### src/rtl/gmii_arb_pkg.sv
// Shared types and widths for the GMII transmit arbiter.
package gmii_arb_pkg;

   typedef enum logic [1:0] {
      ST_IDLE  = 2'd0,
      ST_GRANT = 2'd1,
      ST_XMIT  = 2'd2,
      ST_IFG   = 2'd3
   } arb_state_e;

   localparam int CNT_W  = 16;
   localparam int PORT_W = 3;

   function automatic logic [CNT_W-1:0] sat_inc(input logic [CNT_W-1:0] v);
      return (&v) ? v : v + 1'b1;
   endfunction

endpackage

### src/rtl/rr_arbiter.sv
// Combinational round-robin pick: first requester at or after ptr, wrapping to port 0.
module rr_arbiter
   import gmii_arb_pkg::*;
#(
   parameter int N_PORTS = 2
)(
   input  logic [N_PORTS-1:0] req,
   input  logic [PORT_W-1:0]  ptr,
   output logic               valid,
   output logic [N_PORTS-1:0] gnt,
   output logic [PORT_W-1:0]  idx
);

   logic              hi_found;
   logic [PORT_W-1:0] hi_idx;
   logic [PORT_W-1:0] lo_idx;

   // Descending scan so the last hit written is the lowest index in each class.
   always_comb begin
      hi_found = 1'b0;
      hi_idx   = '0;
      lo_idx   = '0;
      for (int j = N_PORTS - 1; j >= 0; j--) begin
         if (req[j]) begin
            lo_idx = PORT_W'(j);
            if (PORT_W'(j) >= ptr) begin
               hi_found = 1'b1;
               hi_idx   = PORT_W'(j);
            end
         end
      end
      valid = |req;
      idx   = hi_found ? hi_idx : lo_idx;
      gnt   = '0;
      for (int j = 0; j < N_PORTS; j++) begin
         gnt[j] = valid && (idx == PORT_W'(j));
      end
   end

endmodule

### src/rtl/gmii_tx_arbiter.sv
// Round-robin sharing of one GMII TX path between N frame sources, with IFG,
// start timeout and oversize cut-off. All outputs are registered.
//
//  state    | meaning
//  ---------+-----------------------------------------------------------
//  ST_IDLE  | no grant; pick next requester from the round-robin pointer
//  ST_GRANT | grant held, waiting for the source to raise tx_en
//  ST_XMIT  | forwarding the granted source until tx_en falls or oversize
//  ST_IFG   | forced idle gap before the next arbitration
module gmii_tx_arbiter
   import gmii_arb_pkg::*;
#(
   parameter int N_PORTS          = 2,
   parameter int IFG_CYCLES       = 12,
   parameter int START_TIMEOUT    = 256,
   parameter int MAX_FRAME_CYCLES = 1600
)(
   input  logic                   gmii_tx_clk,
   input  logic                   rst_n,
   input  logic [N_PORTS-1:0]     src_req,
   output logic [N_PORTS-1:0]     src_gnt,
   input  logic [N_PORTS-1:0]     src_tx_en,
   input  logic [N_PORTS-1:0]     src_tx_er,
   input  logic [8*N_PORTS-1:0]   src_txd,
   output logic                   gmii_tx_en,
   output logic                   gmii_tx_er,
   output logic [7:0]             gmii_txd,
   output logic                   busy,
   output logic [PORT_W-1:0]      active_port,
   output logic                   frame_abort
);

   localparam int                IFG_W     = $clog2(IFG_CYCLES + 1);
   localparam logic [CNT_W-1:0]  TMO_LOAD  = CNT_W'(START_TIMEOUT - 1);
   localparam logic [CNT_W-1:0]  MAX_BEATS = CNT_W'(MAX_FRAME_CYCLES);
   localparam logic [IFG_W-1:0]  IFG_LOAD  = IFG_W'(IFG_CYCLES - 1);
   localparam logic [PORT_W-1:0] LAST_PORT = PORT_W'(N_PORTS - 1);

   arb_state_e          state_q, state_d;
   logic [N_PORTS-1:0]  gnt_q, gnt_d;
   logic [PORT_W-1:0]   ptr_q, ptr_d;
   logic [PORT_W-1:0]   act_q, act_d;
   logic [CNT_W-1:0]    beat_q, beat_d;
   logic [CNT_W-1:0]    tmo_q, tmo_d;
   logic [IFG_W-1:0]    ifg_q, ifg_d;
   logic                tx_en_q, tx_en_d;
   logic                tx_er_q, tx_er_d;
   logic [7:0]          txd_q, txd_d;
   logic                abort_q, abort_d;

   logic                pick_valid;
   logic [N_PORTS-1:0]  pick_gnt;
   logic [PORT_W-1:0]   pick_idx;
   logic                sel_en;
   logic                sel_er;
   logic                sel_req;
   logic [7:0]          sel_txd;
   logic [PORT_W-1:0]   ptr_next;

   rr_arbiter #(
      .N_PORTS (N_PORTS)
   ) u_rr (
      .req   (src_req),
      .ptr   (ptr_q),
      .valid (pick_valid),
      .gnt   (pick_gnt),
      .idx   (pick_idx)
   );

   // gnt_q is one-hot while a port owns the path, so it doubles as the mux select.
   assign sel_en   = |(src_tx_en & gnt_q);
   assign sel_er   = |(src_tx_er & gnt_q);
   assign sel_req  = |(src_req & gnt_q);
   assign ptr_next = (act_q == LAST_PORT) ? '0 : act_q + 1'b1;

   always_comb begin
      sel_txd = '0;
      for (int k = 0; k < N_PORTS; k++) begin
         if (gnt_q[k]) sel_txd = src_txd[8*k +: 8];
      end
   end

   always_comb begin
      state_d = state_q;
      gnt_d   = gnt_q;
      ptr_d   = ptr_q;
      act_d   = act_q;
      beat_d  = beat_q;
      tmo_d   = tmo_q;
      ifg_d   = ifg_q;
      tx_en_d = 1'b0;
      tx_er_d = 1'b0;
      txd_d   = '0;
      abort_d = 1'b0;
      case (state_q)
         ST_IDLE: begin
            if (pick_valid) begin
               gnt_d   = pick_gnt;
               act_d   = pick_idx;
               tmo_d   = TMO_LOAD;
               state_d = ST_GRANT;
            end
         end
         ST_GRANT: begin
            if (sel_en) begin
               tx_en_d = 1'b1;
               tx_er_d = sel_er;
               txd_d   = sel_txd;
               beat_d  = CNT_W'(1);
               ptr_d   = ptr_next;
               state_d = ST_XMIT;
            end else if (!sel_req) begin
               gnt_d   = '0;
               state_d = ST_IDLE;
            end else if (tmo_q == '0) begin
               abort_d = 1'b1;
               gnt_d   = '0;
               state_d = ST_IDLE;
            end else begin
               tmo_d = tmo_q - 1'b1;
            end
         end
         ST_XMIT: begin
            tx_er_d = sel_er;
            txd_d   = sel_txd;
            if (!sel_en) begin
               gnt_d   = '0;
               ifg_d   = IFG_LOAD;
               state_d = ST_IFG;
            end else if (beat_q >= MAX_BEATS) begin
               // Runaway frame: emit this beat marked bad, then squash the rest.
               tx_en_d = 1'b1;
               tx_er_d = 1'b1;
               abort_d = 1'b1;
               gnt_d   = '0;
               ifg_d   = IFG_LOAD;
               state_d = ST_IFG;
            end else begin
               tx_en_d = 1'b1;
               beat_d  = sat_inc(beat_q);
            end
         end
         ST_IFG: begin
            if (ifg_q == '0) state_d = ST_IDLE;
            else             ifg_d   = ifg_q - 1'b1;
         end
         default: state_d = ST_IDLE;
      endcase
   end

   always_ff @(posedge gmii_tx_clk or negedge rst_n) begin
      if (!rst_n) begin
         state_q <= ST_IDLE;
         gnt_q   <= '0;
         ptr_q   <= '0;
         act_q   <= '0;
         beat_q  <= '0;
         tmo_q   <= '0;
         ifg_q   <= '0;
         tx_en_q <= 1'b0;
         tx_er_q <= 1'b0;
         txd_q   <= '0;
         abort_q <= 1'b0;
      end else begin
         state_q <= state_d;
         gnt_q   <= gnt_d;
         ptr_q   <= ptr_d;
         act_q   <= act_d;
         beat_q  <= beat_d;
         tmo_q   <= tmo_d;
         ifg_q   <= ifg_d;
         tx_en_q <= tx_en_d;
         tx_er_q <= tx_er_d;
         txd_q   <= txd_d;
         abort_q <= abort_d;
      end
   end

   assign src_gnt     = gnt_q;
   assign gmii_tx_en  = tx_en_q;
   assign gmii_tx_er  = tx_er_q;
   assign gmii_txd    = txd_q;
   assign busy        = (state_q != ST_IDLE);
   assign active_port = act_q;
   assign frame_abort = abort_q;

endmodule

### config.mk
export PLATFORM = sky130hd
export DESIGN_NAME = gmii_tx_arbiter
export DESIGN_NICKNAME = d
export VERILOG_FILES = /design/src/rtl/gmii_arb_pkg.sv /design/src/rtl/rr_arbiter.sv /design/src/rtl/gmii_tx_arbiter.sv
export SDC_FILE = /design/constraint.sdc
export NUM_CORES = 1
export LEC_CHECK = 0
export CORE_MARGIN = 2
export CORE_UTILIZATION = 49
export CTS_CLUSTER_SIZE = 16
export DETAILED_ROUTE_END_ITERATION = 8
export HOLD_SLACK_MARGIN = 0.12
export PLACE_DENSITY = 0.76
export RECOVER_POWER = 100
export SETUP_SLACK_MARGIN = 0.4
export SLEW_MARGIN = 20
export SYNTH_ARGS = -nofsm -noshare
export SYNTH_HDL_FRONTEND = slang
export SYNTH_SLANG_ARGS = --single-unit
export TNS_END_PERCENT = 100
### constraint.sdc
create_clock -name gmii_tx_clk -period 2.5 [get_ports gmii_tx_clk]
set_input_delay 0.375 -clock gmii_tx_clk [delete_from_list [all_inputs] [get_ports gmii_tx_clk]]
set_output_delay 0.375 -clock gmii_tx_clk [all_outputs]
set_load 0.02 [all_outputs]
# After elaboration in Yosys (flattened, before gate mapping)
# Index checks and enable logic that the tools add are counted.
# op_classes
n_addsub	4
order_cmp	3
n_eq_ne	18
mux	55
bitwise_logic	3
reduce_logical	24
# op_table
cell	count
2-to-1 mux 16 bit	8
one-hot mux 16 bit (2 select lines)	2
2-to-1 mux 8 bit	3
2-to-1 mux 2 bit	11
!= test 2 bit, second input constant	10
2-to-1 mux 1 bit	17
adder 16 x 1 -> 16 bit, second input constant	1
>= comparator 16 x 11 -> 1 bit, second input constant	1
zero test 16 bit	1
one-hot mux 8 bit (2 select lines)	1
AND reduction 16 bit	1
subtractor 16 x 1 -> 16 bit, second input constant	1
2-to-1 mux 3 bit	5
AND reduction 5 bit	3
2-to-1 mux 4 bit	3
OR reduction 2 bit	5
one-hot mux 2 bit (4 select lines)	1
one-hot mux 4 bit (2 select lines)	1
nonzero test 2 bit	4
AND 2 bit	3
equality test 3 x 1 -> 1 bit, second input constant	2
>= comparator 1 x 3 -> 1 bit, first input constant	2
!= test 3 bit, second input constant	2
one-hot mux 2 bit (3 select lines)	1
other kinds (14)	18
# totals
regBits	57
word_cells	118

# Depth between registers and ports, before layout
# depth
depth_word	10
ltp_mapped	9

# Hierarchy
# A second synthesis with hierarchy kept.
# hier_totals
cells_unflattened	313
hier_area_um2	3024.2
# modules_own_cells
module	n_inst	cells_per_inst	area_per_inst_um2
gmii_tx_arbiter	1	304	2969.1
rr_arbiter	1	9	55.1

# Worst setup path before layout
# Ideal clock, no wire load.
# synth_timing
path_kind	register -> register
startpoint	register tmo_q[0]
endpoint	register gnt_q[0], in the netlist src_gnt[0]
t_arrival_ps	2331
required_time_ps	2375
path_slack_ps	44
stages_incl_launch_ff	8
cell_sequence	dfrtp_1 -> inv_1 -> ha_1 -> or3b_2 -> or4_1 -> and3_1 -> nor4_2 -> mux2_2
# synth_via
elab_chain_len	3
# synth_rtl
element	line_no	text
start, declared	gmii_tx_arbiter.sv:44	logic [CNT_W-1:0] tmo_q, tmo_d;
start signal, assigned	gmii_tx_arbiter.sv:170	tmo_q <= tmo_d;
zero test 16 bit	gmii_tx_arbiter.sv:115	end else if (tmo_q == '0) begin
!= test 3 bit (no source line)	--	
AND reduction 5 bit (no source line)	--	
end signal, assigned	gmii_tx_arbiter.sv:166	gnt_q <= gnt_d;
end, declared	gmii_tx_arbiter.sv:40	logic [N_PORTS-1:0] gnt_q, gnt_d;
# No other way between the ends.
# A chain may end at the register's enable or synchronous reset.

# Worst setup path in the final report
# layout_timing
startpoint	register tmo_q[1]
endpoint	register tmo_q[10]
# layout_via
elab_chain_len	5
# layout_rtl
element	line_no	text
subtractor 16 x 1 -> 16 bit	gmii_tx_arbiter.sv:120	tmo_d = tmo_q - 1'b1;
2-to-1 mux 16 bit	gmii_tx_arbiter.sv:115	
2-to-1 mux 16 bit	gmii_tx_arbiter.sv:112	end else if (!sel_req) begin
2-to-1 mux 16 bit	gmii_tx_arbiter.sv:105	if (sel_en) begin
one-hot mux 16 bit (2 select lines)	gmii_tx_arbiter.sv:95	case (state_q)
# Several ways; a longest one is shown, not always the timed one. The select of a mux whose other input is x is not followed.

==> reports/summary.txt <==
Hold Crit Class: register to register
WL met3: 841 um
Placer congestion estimate: 0.8361
Initial drt markers: 389
Worst setup EP type: register
Register bit total from synthesis: 53
Failing checks: negative setup slack
CP max stage delay: 0.44 ns
Leakage: 1.800 nW
Critical-path cell list: inv_2, buf_6, buf_6, buf_6, buf_6, buf_6, buf_6, buf_6, buf_6, ha_4, nand3_4, or3_4, or3_4, a21oi_2
Final Max Tran Viols: 0
Tot Pwr: 3.521 mW
Post-Place Setup Slack: 0.03610 ns
DR vias: 3025
Critical Path RT: 2.74 ns
Largest net degree at the start of global routing: 32
Die Area: 6456 um2
Via density: 6.368
Nets@finish: 436
Synth async-reset ratio: 1.000
Die Y-Extent: 80.35 um
Worst-Margin Slew: 1.275 ns
Final Skew: 0.01416 ns
Fmax: 396.3 MHz
First-pass GRT wire length: 13240 um
Metal-1 WL: 3666 um
Reg-to-reg slack, setup: -0.02 ns
CTS Buf Count: 5
Metal2 WL: 4432 um
Worst slew margin: 0.1503
Final hold violation count: 0
DPL Wire Length: 4907 um
Clock Tree Buf Depth: 2
Worst-path clk slew: 0.10 ns
Critical path arrival: 2.76 ns
Fraction of layout cells with a size suffix above 1: 0.3002
RSZ-0062 raised after global routing: true
Clk_lat worst skew: 0.31 ns
GRT overflow: 0
Post-layout min period: 2.523 ns
Status: finished with violations
Slowest cell on the critical path: dfrtp_1
Htree depth: 2
Unique masters post-synth: 47
Final setup fails: 1
Max Fanout on Critical Path: 6
Num ports: 41
Mapped Area: 2856 um2
Post-route DRC: 0
FF-to-FF path depth: 14
Main synth FF type: dfrtp_1
Antenna fix cells: 0
DIE WIDTH: 80.35 um
Worst Setup EP: tmo_q[10]
Hold slack: 0.5160 ns
Maximum vdd ir drop: 0.0007629 V
Vias in the first global route: 2673
Max-cap violations: 0
Fin crit share: 1.009
Tot GR Track Use: 0.2650
Synth-to-Final Area Change: 47.39%
Final instance area: 4210 um2
EDFF count, synth: 0
Rows: 27
Detailed Routing Iterations Pass 1: 5
Setup ws final: -0.02310 ns
Crit Path Category: register to register
CTS tree: built
Reg-to-reg critical path startpoint: tmo_q[1]
Port buffer count: 38
Core area: 5574 um2
# fillers: 364
Sink Count: 53
Initial Util: 0.5125
Core Util, Final: 0.7553
Syn Area/Cell: 9.305 um2
Post-route ant nets: 0
Cells after Synth: 307
Root buf cell: clkbuf_8
Top Layer Used: met4
Ys Warns: 0
Most frequent CP cell: buf_6
DP Area: 3477 um2
CP Launch Point: tmo_q[1]
Final WL: 9320 um
Sequential fraction of the synthesis area: 0.4643
Power per Cell Area: 836.4 nW/um2
R2r endpoint: tmo_q[10]
Detailed-route wire length per cell: 19.62 um
Startpoint Class: register
Initial antenna violation count: 0
-- cells in the mapped netlist, types with 2 or more instances --
master | count | area, um2
nor4_1 | 6 | 37.54
a22o_1 | 4 | 35.03
nand2b_1 | 4 | 25.02
mux2i_1 | 2 | 20.02
nor2b_1 | 4 | 25.02
or2_2 | 2 | 12.51
dfrtp_1 | 53 | 1326
and3_1 | 3 | 18.77
inv_1 | 14 | 52.55
a22oi_1 | 9 | 67.56
ha_1 | 10 | 125.1
a31oi_1 | 4 | 25.02
or4_4 | 3 | 33.78
or3_1 | 17 | 106.4
or3b_2 | 3 | 26.28
nand4_1 | 5 | 31.28
o31ai_1 | 5 | 37.54
buf_2 | 2 | 10.01
mux2_2 | 4 | 45.04
nor2_1 | 30 | 112.6
and2_1 | 8 | 50.05
nand2_1 | 16 | 60.06
nand3_1 | 13 | 65.06
o21ai_1 | 2 | 10.01
nor3_1 | 7 | 35.03
or4_1 | 9 | 67.56
clkbuf_1 | 4 | 15.01
a21oi_1 | 22 | 110.1
buf_4 | 2 | 15.01
o21ai_0 | 23 | 115.1
-- cells in the final DEF, fill, tap and decap left out, drive strengths merged, types with 2 or more instances in the layout --
master	count
dfrtp	53
buf	51
nor2	30
o21ai	25
a21oi	22
clkdlybuf4s50	21
or3	17
dlygate4sd3	16
nand2	16
inv	14
nand3	13
or4	12
clkbuf	11
ha	10
a22oi	9
and2	8
nor3	7
nor4	7
nand4	5
o31ai	5
nor2b	4
a22o	4
nand2b	4
a31oi	4
mux2	4
or3b	4
and3	3
or2	3
conb	2
mux2i	2
-- worst min path at each step --
stage / start / to / cells after the start
after global placement: rst_n / beat_q[10] / 1
after global routing: active_port[0] / ptr_q[0] / 1
after CTS: active_port[0] / ptr_q[0] / 1
after floorplan: rst_n / active_port[0] / 0
after detailed placement: rst_n / beat_q[13] / 1
final: active_port[0] / ptr_q[0] / 1
-- power breakdown --
part,switching (mW),internal [mW]
Clock,0.289,0.301
Sequential,0.134,0.984
Combinational,1.03,0.782
Total,1.45,2.07
-- stage by stage --
| stage | TNS (ns) | std cells |
|---|---|---|
| final | -0.02310 | 475 |
| after global routing | -0.1441 | 475 |
| after CTS | 0 | 465 |
| after detailed placement | 0 | 426 |
| after global placement | 0 | 426 |
| after floorplan | 0 | 308 |
-- sequential cells by signal, indices dropped and copies added (netlist names) --
name         count
tmo_q           16
ptr_q            1
gmii_tx_en       1
active_port      1
ifg_q            4
src_gnt          2
beat_q          16
state_q          2
gmii_tx_er       1
frame_abort      1
gmii_txd         8
-- layout make-up --
class,count,area [um2],area share
Timing Repair Buffer,95,872.1,0.2071
Sequential cell,53,1328,0.3153
Clock inverter,2,38.79,0.009212
Tap cell,72,90.09,0.02140
Multi-Input combinational cell,233,1757,0.4172
Inverter,14,52.55,0.01248
Clock buffer,6,72.57,0.01724
-- metal layers --
metal / track usage / vias up
met2: 0.4050 / 193
met3: 0.06966 / 36
li1: - / 1325
met4: 0.09153 / 0
met1: 0.3649 / 1471
met5: 0 / -
-- logic make-up after synthesis --
| family | after synthesis | share of synthesized area |
|---|---|---|
| AOI/OAI and AO/OA | 79 | 0.1695 |
| and+or+nand+nor | 136 | 0.2659 |
| DFF | 53 | 0.4643 |
| muxes | 6 | 0.02278 |
| buffers and inverters | 22 | 0.03241 |
| other | 1 | 0.001313 |
| adders and majority gates | 10 | 0.04380 |
-- repair_timing --
item,4_1_cts,5_1_grt
hold buffers,1,0
setup endpoints to repair,25,41
resized for setup,40,57
pin swaps,33,26
setup buffers,30,10
hold endpoints to repair,22,0
-- critical path: cells and delay by family, from the launching register on --
kind                     cells  cell delay (ns)
AND/OR/NAND/NOR              3             0.91
adder cells (fa/ha/maj)      1             0.14
flip-flops                   1             0.44
buffers and inverters        9             0.80
AO/OA/AOI/OAI                1             0.16
Power figures use the tool's default switching activity.
